==> src/rtl/instr_encoder.sv <==
// RV32I instruction-word producer: encodes field-level requests into 32-bit
// machine words and streams them to the instruction-memory write port.
module instr_encoder #(
    parameter int                ADDR_W    = 32,
    parameter logic [ADDR_W-1:0] BASE_ADDR = '0,
    parameter int                DEPTH     = 64
) (
    input  logic              clk,
    input  logic              rst,
    input  logic              clear,
    input  logic              in_valid,
    output logic              in_ready,
    input  logic [2:0]        in_type,
    input  logic [4:0]        in_rd,
    input  logic [4:0]        in_rs1,
    input  logic [4:0]        in_rs2,
    input  logic [2:0]        in_funct3,
    input  logic [6:0]        in_funct7,
    input  logic [20:0]       in_imm,
    output logic              out_valid,
    input  logic              out_ready,
    output logic [ADDR_W-1:0] out_addr,
    output logic [31:0]       out_data,
    output logic              err,
    output logic [15:0]       word_count,
    output logic [7:0]        err_count,
    output logic              wrapped
);

    localparam logic [6:0] OP_LOAD   = 7'b0000011;
    localparam logic [6:0] OP_ITYPE  = 7'b0010011;
    localparam logic [6:0] OP_STORE  = 7'b0100011;
    localparam logic [6:0] OP_RTYPE  = 7'b0110011;
    localparam logic [6:0] OP_BRANCH = 7'b1100011;
    localparam logic [6:0] OP_JAL    = 7'b1101111;

    localparam logic [ADDR_W-1:0] LAST_ADDR = BASE_ADDR + ADDR_W'(4 * (DEPTH - 1));

    logic              out_valid_q, out_valid_d;
    logic [31:0]       out_data_q, out_data_d;
    logic [ADDR_W-1:0] out_addr_q, out_addr_d;
    logic              err_q, err_d;
    logic [15:0]       word_count_q, word_count_d;
    logic [7:0]        err_count_q, err_count_d;
    logic              wrapped_q, wrapped_d;

    logic        accept, complete;
    logic        fits12, fits13;
    logic [31:0] enc_word;
    logic        enc_bad;

    assign in_ready = !out_valid_q || out_ready;
    assign accept   = in_valid && in_ready;
    assign complete = out_valid_q && out_ready;

    // Sign-extension test: all bits above the field's sign bit must match it.
    assign fits12 = (in_imm[20:11] == {10{in_imm[11]}});
    assign fits13 = (in_imm[20:12] == {9{in_imm[12]}});

    always_comb begin
        enc_word = '0;
        enc_bad  = 1'b0;
        case (in_type)
            3'd0: begin
                enc_word = {in_imm[11:0], in_rs1, in_funct3, in_rd, OP_LOAD};
                enc_bad  = !fits12;
            end
            3'd1: begin
                enc_word = {in_imm[11:5], in_rs2, in_rs1, in_funct3, in_imm[4:0], OP_STORE};
                enc_bad  = !fits12;
            end
            3'd2: begin
                enc_word = {in_funct7, in_rs2, in_rs1, in_funct3, in_rd, OP_RTYPE};
            end
            3'd3: begin
                enc_word = {in_imm[12], in_imm[10:5], in_rs2, in_rs1, in_funct3,
                            in_imm[4:1], in_imm[11], OP_BRANCH};
                enc_bad  = !fits13 || in_imm[0];
            end
            3'd4: begin
                enc_word = {in_imm[11:0], in_rs1, in_funct3, in_rd, OP_ITYPE};
                enc_bad  = !fits12;
            end
            3'd5: begin
                enc_word = {in_imm[20], in_imm[10:1], in_imm[11], in_imm[19:12], in_rd, OP_JAL};
                enc_bad  = in_imm[0];
            end
            default: begin
                enc_bad = 1'b1;
            end
        endcase
    end

    always_comb begin
        out_valid_d  = out_valid_q;
        out_data_d   = out_data_q;
        out_addr_d   = out_addr_q;
        err_d        = accept && enc_bad;
        word_count_d = word_count_q;
        err_count_d  = err_count_q;
        wrapped_d    = wrapped_q;

        if (complete) begin
            out_valid_d = 1'b0;
            if (out_addr_q == LAST_ADDR) begin
                out_addr_d = BASE_ADDR;
                wrapped_d  = 1'b1;
            end else begin
                out_addr_d = out_addr_q + ADDR_W'(4);
            end
            if (word_count_q != 16'hFFFF) begin
                word_count_d = word_count_q + 16'd1;
            end
        end

        // A new word lands at the already-advanced address, so no bubble.
        if (accept && !enc_bad) begin
            out_valid_d = 1'b1;
            out_data_d  = enc_word;
        end

        if (accept && enc_bad && err_count_q != 8'hFF) begin
            err_count_d = err_count_q + 8'd1;
        end
    end

    always_ff @(posedge clk) begin
        if (rst || clear) begin
            out_valid_q  <= 1'b0;
            out_data_q   <= '0;
            out_addr_q   <= BASE_ADDR;
            err_q        <= 1'b0;
            word_count_q <= '0;
            err_count_q  <= '0;
            wrapped_q    <= 1'b0;
        end else begin
            out_valid_q  <= out_valid_d;
            out_data_q   <= out_data_d;
            out_addr_q   <= out_addr_d;
            err_q        <= err_d;
            word_count_q <= word_count_d;
            err_count_q  <= err_count_d;
            wrapped_q    <= wrapped_d;
        end
    end

    assign out_valid  = out_valid_q;
    assign out_data   = out_data_q;
    assign out_addr   = out_addr_q;
    assign err        = err_q;
    assign word_count = word_count_q;
    assign err_count  = err_count_q;
    assign wrapped    = wrapped_q;

endmodule

==> config.mk <==
export PLATFORM = sky130hd
export DESIGN_NAME = instr_encoder
export DESIGN_NICKNAME = d
export VERILOG_FILES = /design/src/rtl/instr_encoder.sv
export SDC_FILE = /design/constraint.sdc
export NUM_CORES = 1
export LEC_CHECK = 0
export CORE_MARGIN = 2
export CORE_UTILIZATION = 50
export CTS_CLUSTER_SIZE = 20
export DETAILED_ROUTE_END_ITERATION = 10
export PLACE_DENSITY = 0.94
export SLEW_MARGIN = 20
export SYNTH_ARGS = -nofsm -noshare
export SYNTH_HDL_FRONTEND = slang
export SYNTH_SLANG_ARGS = --single-unit
==> constraint.sdc <==
create_clock -name clk -period 2.8 [get_ports clk]
set_input_delay 0.42 -clock clk [delete_from_list [all_inputs] [get_ports clk]]
set_output_delay 0.42 -clock clk [all_outputs]
set_load 0.005 [all_outputs]
* Yosys cells after proc, flatten, opt, wreduce, memory -nomap -nowiden *
Cells that the tools add are included.

word-level totals
  register bits after elaboration = 91
  latch bits = 0
  RAM bits = 0
  ROM bits = 0
  bits of input ports = 54
  logic and storage cells = 42
  memories = 0

operators by class
  add/sub/neg operators = 3
  multiply operators = 0
  divide/modulo/power cells = 0
  magnitude comparators = 0
  equality and inequality tests = 10
  shift operators = 0
  multiplexer cells = 5
  bitwise operators = 0
  reduce and logical (&&, ||, !) cells = 17

operators by type and width
  cell                     count
  $pmux W32 S6             1
  $add A32 B3 Y32 const B  1
  $eq A32 B8 Y1 const B    1
  $mux W32                 1
  $add A16 B1 Y16 const B  1
  $ne A16 B16 Y1 const B   1
  $eq A9 B9 Y1             1
  $add A8 B1 Y8 const B    1
  $eq A8 B8 Y1             1
  $ne A8 B8 Y1 const B     1
  $eq A3 B2 Y1 const B     2
  $eq A3 B3 Y1 const B     2
  $logic_and A1 B1 Y1      5
  $logic_not A1 Y1         4
  $pmux W1 S4              1
  $reduce_and A2 Y1        2
  $eq A3 B1 Y1 const B     1
  $logic_not A3 Y1         1
  $logic_or A1 B1 Y1       3
  $reduce_or A3 Y1         1
  $mux W1                  2
  $reduce_bool A2 Y1       1

* Logic depth before layout (Yosys ltp) *
Gate-level depths: netlist of the first run.

  depth after elaboration = 7
  depth in mapped cells = 9

* Worst setup path after synthesis of the first run *
Ideal clock, no wire load.

  kind = flip-flop to flip-flop
  start point = reg word_count_q[0], in the netlist word_count[0]
  end point = reg word_count_q[8], in the netlist word_count[8]
  data arrival time = 1672 ps
  data required time = 2672 ps
  setup slack = 1000 ps
  stages on the path, launching flop included = 8
  clock period less this slack = 1800 ps
  cell sequence = dfxtp_1 > ha_1 > nand2_1 > nor3_1 > a21oi_2 > and4_1 > xnor2_1 > nor2_1

on the way
  word-level cells in the longest chain between the ends = 2

ends and longest elaborated chain
  item                                                     line  source
  start: declaration                                       43    logic [15:0] word_count_q, word_count_d;
  start signal: assignment                                 141   word_count_q <= word_count_d;
  branches (longest 2 deep; another with $add A16 B1 Y16)  -

Parallel ways; which one is timed is not known.
A chain may end at the register's enable or synchronous reset.

* Worst setup path in the final report of the first run *
  start point = in out_ready
  end point = out in_ready

on the way
  word-level cells in the longest chain between the ends = 1

ends and longest elaborated chain
  item                line  source
  start: declaration  21    input logic out_ready,
  $logic_or A1 B1 Y1  52    assign in_ready = !out_valid_q || out_ready;
  end: declaration    12    output logic in_ready,

Every way passes these cells.

==> results of run 1 <==
[registers in the layout, indices dropped and copies added, names as in the netlist]
register	flops
out_addr	30
err_count	8
out_valid	1
wrapped	1
err	1
out_data	30
word_count	16
[worst max-delay path: stages]
cell and delay (ns):
clkdlybuf4s50_1 0.54, nand2b_1 0.27, clkdlybuf4s50_1 0.57
[area by class of cell]
class                      instances  area share [%]
clock inverter                     5           1.337
tap                              108           2.221
inverter                          10          0.6169
multi-input combinational        408           39.79
timing repair buffer             154           25.09
sequential                        87           28.62
clock buffer                      11           2.324
[through the flow]
| step | setup slack, ns | instance area, um^2 |
|---|---|---|
| global placement | 0.3537 | 5862 |
| finish | 0.5750 | 6085 |
| CTS | 0.6121 | 6085 |
| floorplan | 1.000 | 4379 |
| global route | 0.4284 | 6085 |
| detailed placement | 0.3133 | 5862 |
[cell families after synthesis]
group | after synthesis
AND/OR/NAND/NOR | 266
adder cells (fa/ha/maj) | 4
XOR/XNOR | 40
multiplexers | 7
buffers and inverters | 43
AO/OA/AOI/OAI | 89
flip-flops | 87
other | 1
[cells in the final DEF, fill, tap and decap left out, types with 3 or more instances in the layout]
cell               n
a211oi_1          11
a21oi_1           33
a221oi_1           9
a22oi_1            6
and3_1            10
and4_1             5
buf_4             10
clkbuf_8          10
clkdlybuf4s50_1  143
dfxtp_1           87
ha_1               4
inv_1             10
mux2_2             5
nand2_1           32
nand3_1           24
nand4_1           18
nor2_1           106
nor2b_1           15
nor3_1            23
nor4_1             4
nor4_2             3
o21ai_0            6
o22ai_1            7
or3_1              9
xnor2_1           13
xor2_1            27
[worst max path at each step]
stage               cells after the start          start       endpoint
global placement                        7     in_type[1]   err_count[3]
detailed placement                      7     in_type[0]   err_count[5]
floorplan                               7  word_count[0]  word_count[8]
CTS                                     3      out_ready       in_ready
global route                            7     in_type[0]   err_count[5]
finish                                  3      out_ready       in_ready
[power by group]
part           internal (W)  leakage (nW)  switching (W)
Sequential          0.00125         0.702      0.0000121
Clock              0.000528         0.110       0.000450
Combinational      0.000167          1.25       0.000158
[routing by layer]
layer,routed length [um],global-route usage [%],vias to the layer above
li1,-,-,2153
met2,6179,46.31,261
met5,0,0,-
met1,4911,31.11,2114
met4,210,7.799,0
met3,1063,4.388,24
==> results.ini, run 1 <==
[die]
ios=146
dieArea_um2=9515
die_h_um=97.55
num_rows=34
die_w_um=97.55
core_area_um2=8593
initial_core_util_pct=50.92

[placement]
numPortBuffers=143
post-dp-hpwl_um=9264
gp_congestion=0.9379
dp.cells=767

[synth]
synth_compound_area_share_pct=13.67
synth_top_area_cell=dfxtp_1
yosysUniqueCellTypes=55
synth-seq-area-share_pct=39.81
yosys_warnings=0
synth-edff-count=0
synthTopCellsByArea=dfxtp_1, nor2_1, xor2_1
synth_fa_ha_area_share_pct=1.144
synth_most_common_cell=nor2_1
synth_seq_cells=87
synth_top_family_by_area=simple AND/OR/NAND/NOR gates
synth_flop_cell=dfxtp_1
synth_area_um2=4375
async_flop_share_pct=0
synth_mux_area_share_pct=1.744
synthTopCellsByCount=nor2_1, dfxtp_1, a21oi_1
synth.avg_cell_area_um2=8.148
yosys.area_share.simple_pct=30.51
synth_top_area_share_pct=39.81
synthCells=537
synth_xor_area_share_pct=8.007

[global_routing]
grt_max_degree=45
overflow=0
grt_pass1_wl_um=20530
first_global_vias=4339
antenna_found_initial=0
grt_use_total_pct=25.67

[outcome]
outcome=finished, final reports clean

[cells_and_area]
nets=728
layout.area.seq_um2=1742
antennaDiodeCount=0
multi_input_area_um2=2421
fillers=646
area_growth_pct=39.06
stdcell_count=783
final_layout_size_suffix_gt1_share_pct=7.111
fin_util_pct=70.81

[power]
power_w=0.002568
power_density_nw_per_um2=422.1
power.leakage_nw=2.058
peakVddDrop_mv=0.2659

[worst_setup_path]
crit_fanout=4
reg2reg_depth=7
regToRegSetupSlack_ns=0.75
regToRegEndpoint=word_count[8]
worst_setup_path_end_kind=output pin
arrival_ns=1.80
cp.required_ns=2.38
worstSetupStartpointType=primary input
path_class=primary input to output pin
reg2reg_from=word_count[0]

[clock_tree]
cts_tree=yes
cts_hold_buffers=0
root_buffer=clkbuf_8
clk_path_buf_depth=2
cts_resized=0
cts_made_buffers=9
cts_sinks=87
worstSkewPairLatency_ns=0.35
htreeDepth=3
postCtsSetupBuffers=0
clkTransAtPathRegs_ns=0.09

[min_path]
worstHoldPathType=flip-flop to flip-flop
min-delay-start=out_data[6]
hold-path-cell-count=2
holdPathEnd=out_data[6]

[sta]
fin_crit_sh_pct=79.46
finalClockSkew_ns=0.01332
finalSetupViolCount=0
fmax_mhz=449.4
rsz0062_at_grt=no
finalHoldViolCount=0
max_slew_margin_pct=66.32
holdWs_ns=0.4629
final-max-slew-violation-count=0
setup_tns_ns=0
fin_crit_ns=2.225
tightestPinTransition_ns=0.5014

[drt]
drt_first_pass_iters=4
routed_via_density=5.814
vias=4552
routed_wl_um=12360
drt.antenna.violating_nets=0
drcViolationCount=0
drtIter0Drc=226
wire_per_inst_um=15.79

[run]
max-cap-violations=0

Power figures use the tool's default switching activity.
==> run 2, diff against run 1 <==
Settings changed: CORE_UTILIZATION 50 to 46, PLACE_DENSITY 0.94 to 0.88.
Clock period 2.8 ns to 2.2 ns, I/O delays scaled along.
==> run 2 against run 1 <==
Against the previous run: first-iteration DRC count is 20% lower; critical path type unchanged; largest cell class unchanged; via count decreased by 1.4%; die area rose by 8.3%; largest power group unchanged; power up 20%; sequential cell count unchanged; sequential share of layout area fell by 0.72 points; cell area grew 2.6%; setup slack got worse by 0.42 ns; utilization down 3.3 points; combinational power grew 36%.
==> results.ini, run 2 (synthesis gave the netlist of run 1 again) <==
[die]
initial_core_util_pct=47.35
core_area_um2=9240
die_h_um=101.5
num_rows=35
dieArea_um2=10310
die_w_um=101.5
ios=146

[clock_tree]
cts_resized=0
postCtsSetupBuffers=0
cts_sinks=87
htreeDepth=3
worstSkewPairLatency_ns=0.36
clkTransAtPathRegs_ns=0.09
clk_path_buf_depth=2
cts_made_buffers=9
cts_hold_buffers=0
cts_tree=yes
root_buffer=clkbuf_8

[power]
combPwrFrac_pct=14.3
netSwitchingFraction_pct=26.16
power.leakage_nw=2.132
power_density_nw_per_um2=495.5
peakVddDrop_mv=0.2731
p_int_w=0.002283
seqPwrFrac_pct=52.0
switchingPower_w=0.0008088
power_w=0.003092
power_frac_clock_pct=33.7

[cells_and_area]
fin_area_um2=6241
layout_common_cells=clkdlybuf4s50_1, nor2_1, dfxtp_1
fillers=713
final_layout_size_suffix_gt1_share_pct=9.538
antennaDiodeCount=0
nets=745
area_growth_pct=42.64
final_common_cell=clkdlybuf4s50_1

[drt]
drt_first_pass_iters=5
drcViolationCount=0
wire_per_inst_um=14.96
routed_via_density=5.464
drt.antenna.violating_nets=0
routed_wl_um=12280
drtIter0Drc=180
vias=4486

[sta]
tightestPinTransition_ns=0.5333
fmax_mhz=488.7
rsz0062_at_grt=no
finalHoldViolCount=0
fin_crit_sh_pct=93.02
max_slew_margin_pct=64.45
fin_crit_ns=2.046
finalClockSkew_ns=0.01522
final-max-slew-violation-count=0
finalSetupViolCount=0

[worst_setup_path]
worstSetupStartpointType=primary input
worst_setup_path_end_kind=output pin
path_class=primary input to output pin
cp.required_ns=1.87
arrival_ns=1.72
crit_fanout=4

[run]
max-cap-violations=0

[placement]
numPortBuffers=143
gp_congestion=0.8787
dpl_cell_area_um2=6053
post-dp-hpwl_um=9547

[global_routing]
grt_use_total_pct=24.22
antenna_found_initial=0
overflow=0
first_global_vias=4376
grt_max_degree=52
grt_pass1_wl_um=20090

[min_path]
worstHoldPathType=flip-flop to flip-flop

[outcome]
outcome=finished, final reports clean

[run 2: changes by cell type in the layout (fill, tap and decap cells not counted), moves of 2 or more]
cell       before  now
bufinv_16       2    0
buf_4          10   24
buf_12          1    4
inv_6           0    2
[run 2: power by group through the flow]
stage	logic, W	clock network, W	registers [W]
after global routing	0.000480	0.00112	0.00161
after floorplan	0.000208	0	0.00164
after CTS	0.000440	0.00106	0.00161
after global placement	0.000423	0	0.00165
final	0.000441	0.00104	0.00161
after detailed placement	0.000439	0	0.00165
[run 2: area by class of cell]
class	instances	area, um^2	area share [%]
flip-flops and latches	87	1742	27.91
clock inverters	5	41.29	0.6616
inverters	10	37.54	0.6014
repair buffers	171	1692	27.10
clock buffers	11	141.4	2.265
multi-input cells	408	2426	38.87
well taps	129	161.4	2.586
[run 2: through the flow]
step | util, % | TNS [ns] | hold slack (ns) | cells | setup WS (ns)
final | 67.54 | 0 | 0.4687 | 821 | 0.1536
after global placement | 65.51 | -0.4369 | 0.4466 | 805 | -0.04014
after CTS | 67.49 | 0 | 0.4686 | 821 | 0.1512
after detailed placement | 65.51 | -3.287 | 0.4528 | 805 | -0.1434
after floorplan | - | 0 | 0.4482 | 538 | 0.4000
after global routing | 67.54 | 0 | 0.4845 | 821 | 0.07966
[run 2: per-layer routing]
metal	vias to the layer above	GRT usage, %	routed length [um]
met5	-	0	0
met4	0	10.08	284
met3	29	4.624	818
met2	199	41.70	6176
met1	2070	29.58	5002
li1	2188	-	-
[run 2: path summary, 6_finish.rpt]
path | from | to | slack [ns] | cells after the start
max | out_ready | in_ready | 0.15 | 3
min | out_data[4] | out_data[4] | 0.47 | 2
max reg2reg | word_count[0] | word_count[8] | 0.27 | 7
min reg2reg | out_data[4] | out_data[4] | 0.47 | 2
[run 2: critical path, stage by stage]
cell             delay, ns
clkdlybuf4s50_1       0.56
nand2b_1              0.27
clkdlybuf4s50_1       0.55
==> run 3, diff against run 2 <==
Settings changed: CORE_UTILIZATION 46 to 38, PLACE_DENSITY 0.88 to 0.76.
==> run 3 against run 2 <==
Against the previous run: sequential share of layout area decreased by 0.79 points; first-iteration DRC count is 33% higher; critical endpoint is now word_count[8]; sequential power hardly changed; critical path depth is 4 higher; die area rose by 20%; global-route usage decreased by 4.5 points; power is 17% higher; worst hold slack improved by 0.0097 ns; maximum frequency about the same; wire length is 1.5% higher; clock power increased by 52%; largest power group unchanged; clock-buffer cell count unchanged.
==> results.ini, run 3 (synthesis gave the netlist of run 1 again) <==
[clock_tree]
cts_sinks=87
htreeDepth=3
clkTransAtPathRegs_ns=0.07
worstSkewPairLatency_ns=0.33
cts_made_buffers=9
root_buffer=clkbuf_16
clk_path_buf_depth=2
postCtsSetupBuffers=0
cts_tree=yes
cts_hold_buffers=0
cts_resized=0

[cells_and_area]
fin_util_pct=56.73
fillers=1027
antennaDiodeCount=0
fin_area_um2=6422
final_layout_size_suffix_gt1_share_pct=10.57
layout_common_cells=clkdlybuf4s50_1, nor2_1, dfxtp_1
multi_input_area_um2=2421
final_common_cell=clkdlybuf4s50_1
layout.area.seq_um2=1742
nets=753
area_growth_pct=46.78

[drt]
met2_length_um=6090
drt.antenna.violating_nets=0
maxUsedRoutingLayer=met4
drt_first_pass_iters=5
drtIter0Drc=240
routed_wl_um=12470
wire_per_inst_um=14.79
routed_via_density=5.276
vias=4448
drt-met1-wl_um=5210
wl_met3_um=1008
drcViolationCount=0

[die]
ios=146
die_h_um=111.3
die_w_um=111.3
core_area_um2=11320
initial_core_util_pct=38.65
num_rows=39
dieArea_um2=12390

[power]
p_int_w=0.002787
power.leakage_nw=2.226
power_frac_clock_pct=43.5
seqPwrFrac_pct=44.4
switchingPower_w=0.0008449
peakVddDrop_mv=0.3754
netSwitchingFraction_pct=23.26
combPwrFrac_pct=12.1
power_density_nw_per_um2=565.5

[sta]
rsz0062_at_grt=no
tightestPinTransition_ns=0.5404
finalClockSkew_ns=0.007599
final-max-slew-violation-count=0
finalSetupViolCount=0
fin_crit_ns=2.046
fmax_mhz=488.8
max_slew_margin_pct=63.97
finalHoldViolCount=0
fin_crit_sh_pct=93.00
setup_slack_ns=0.1540

[placement]
dpl_cell_area_um2=6106
post-dp-hpwl_um=9603
numPortBuffers=143
gp_congestion=0.8710
pre_cts_slack_ns=-0.1463

[worst_setup_path]
worstSetupStartpointType=flip-flop
worst_setup_path_end_kind=flip-flop
crit_fanout=8
regToRegSetupSlack_ns=0.15
worstPathCellList=ha_1, nand2_1, nor3_1, a21oi_2, and4_1, xnor2_1, nor2_1
path_buf_inv=0
path_class=flip-flop to flip-flop
arrival_ns=2.24
critical_path.max_stage_delay_ns=0.45
cp_top_family=simple AND/OR/NAND/NOR gates
cp.required_ns=2.40
crit_slowest_cell=nor3_1

[global_routing]
grt_max_degree=52
grt_use_total_pct=19.72
antenna_found_initial=0
first_global_vias=4343
overflow=0
grt_pass1_wl_um=20530

[outcome]
outcome=finished, final reports clean

[run]
max-cap-violations=0

[min_path]
worstHoldPathType=flip-flop to flip-flop

[run 3: path summary, 6_finish.rpt]
path / start / end / cells after the start
max: word_count[1] / word_count[8] / 7
min: out_data[6] / out_data[6] / 2
max reg2reg: word_count[1] / word_count[8] / 7
min reg2reg: out_data[6] / out_data[6] / 2
[run 3: metal layers]
layer	track usage [%]	vias to the layer above
met3	5.194	18
met1	23.97	2066
met2	34.23	162
met4	6.008	0
met5	0	-
li1	-	2202
[run 3: tightest hold or removal path: cells and delay by family (launching register included)]
kind	cells	cell delay [ns]
and+or+nand+nor	1	0.06
AOI/OAI and AO/OA	1	0.05
DFF	1	0.32
[run 3: per-stage QoR]
stage	hold WS (ns)	TNS [ns]	std cells	total power [W]
after floorplan	0.4482	0	538	0.001853
after global placement	0.4626	-0.9803	827	0.002076
after detailed placement	0.4558	-3.548	827	0.002083
after CTS	0.4675	0	843	0.003663
after global routing	0.4838	0	843	0.003761
final	0.4784	0	843	0.003632
[run 3: power groups by stage]
stage | sequential, W | clock [W] | combinational (W)
2_1_floorplan | 0.00164 | 0 | 0.000208
3_5_place_dp | 0.00165 | 0 | 0.000437
5_1_grt | 0.00161 | 0.00167 | 0.000479
3_3_place_gp | 0.00165 | 0 | 0.000430
4_1_cts | 0.00161 | 0.00161 | 0.000439
6_report | 0.00161 | 0.00158 | 0.000439
[run 3: final cells by class]
type                            instances  share of cell area (%)
Clock buffer                           11                   3.935
Inverter                               10                  0.5845
Multi-Input combinational cell        408                   37.70
Tap cell                              143                   2.786
Timing Repair Buffer                  179                   26.88
Clock inverter                          5                  0.9936
Sequential cell                        87                   27.12
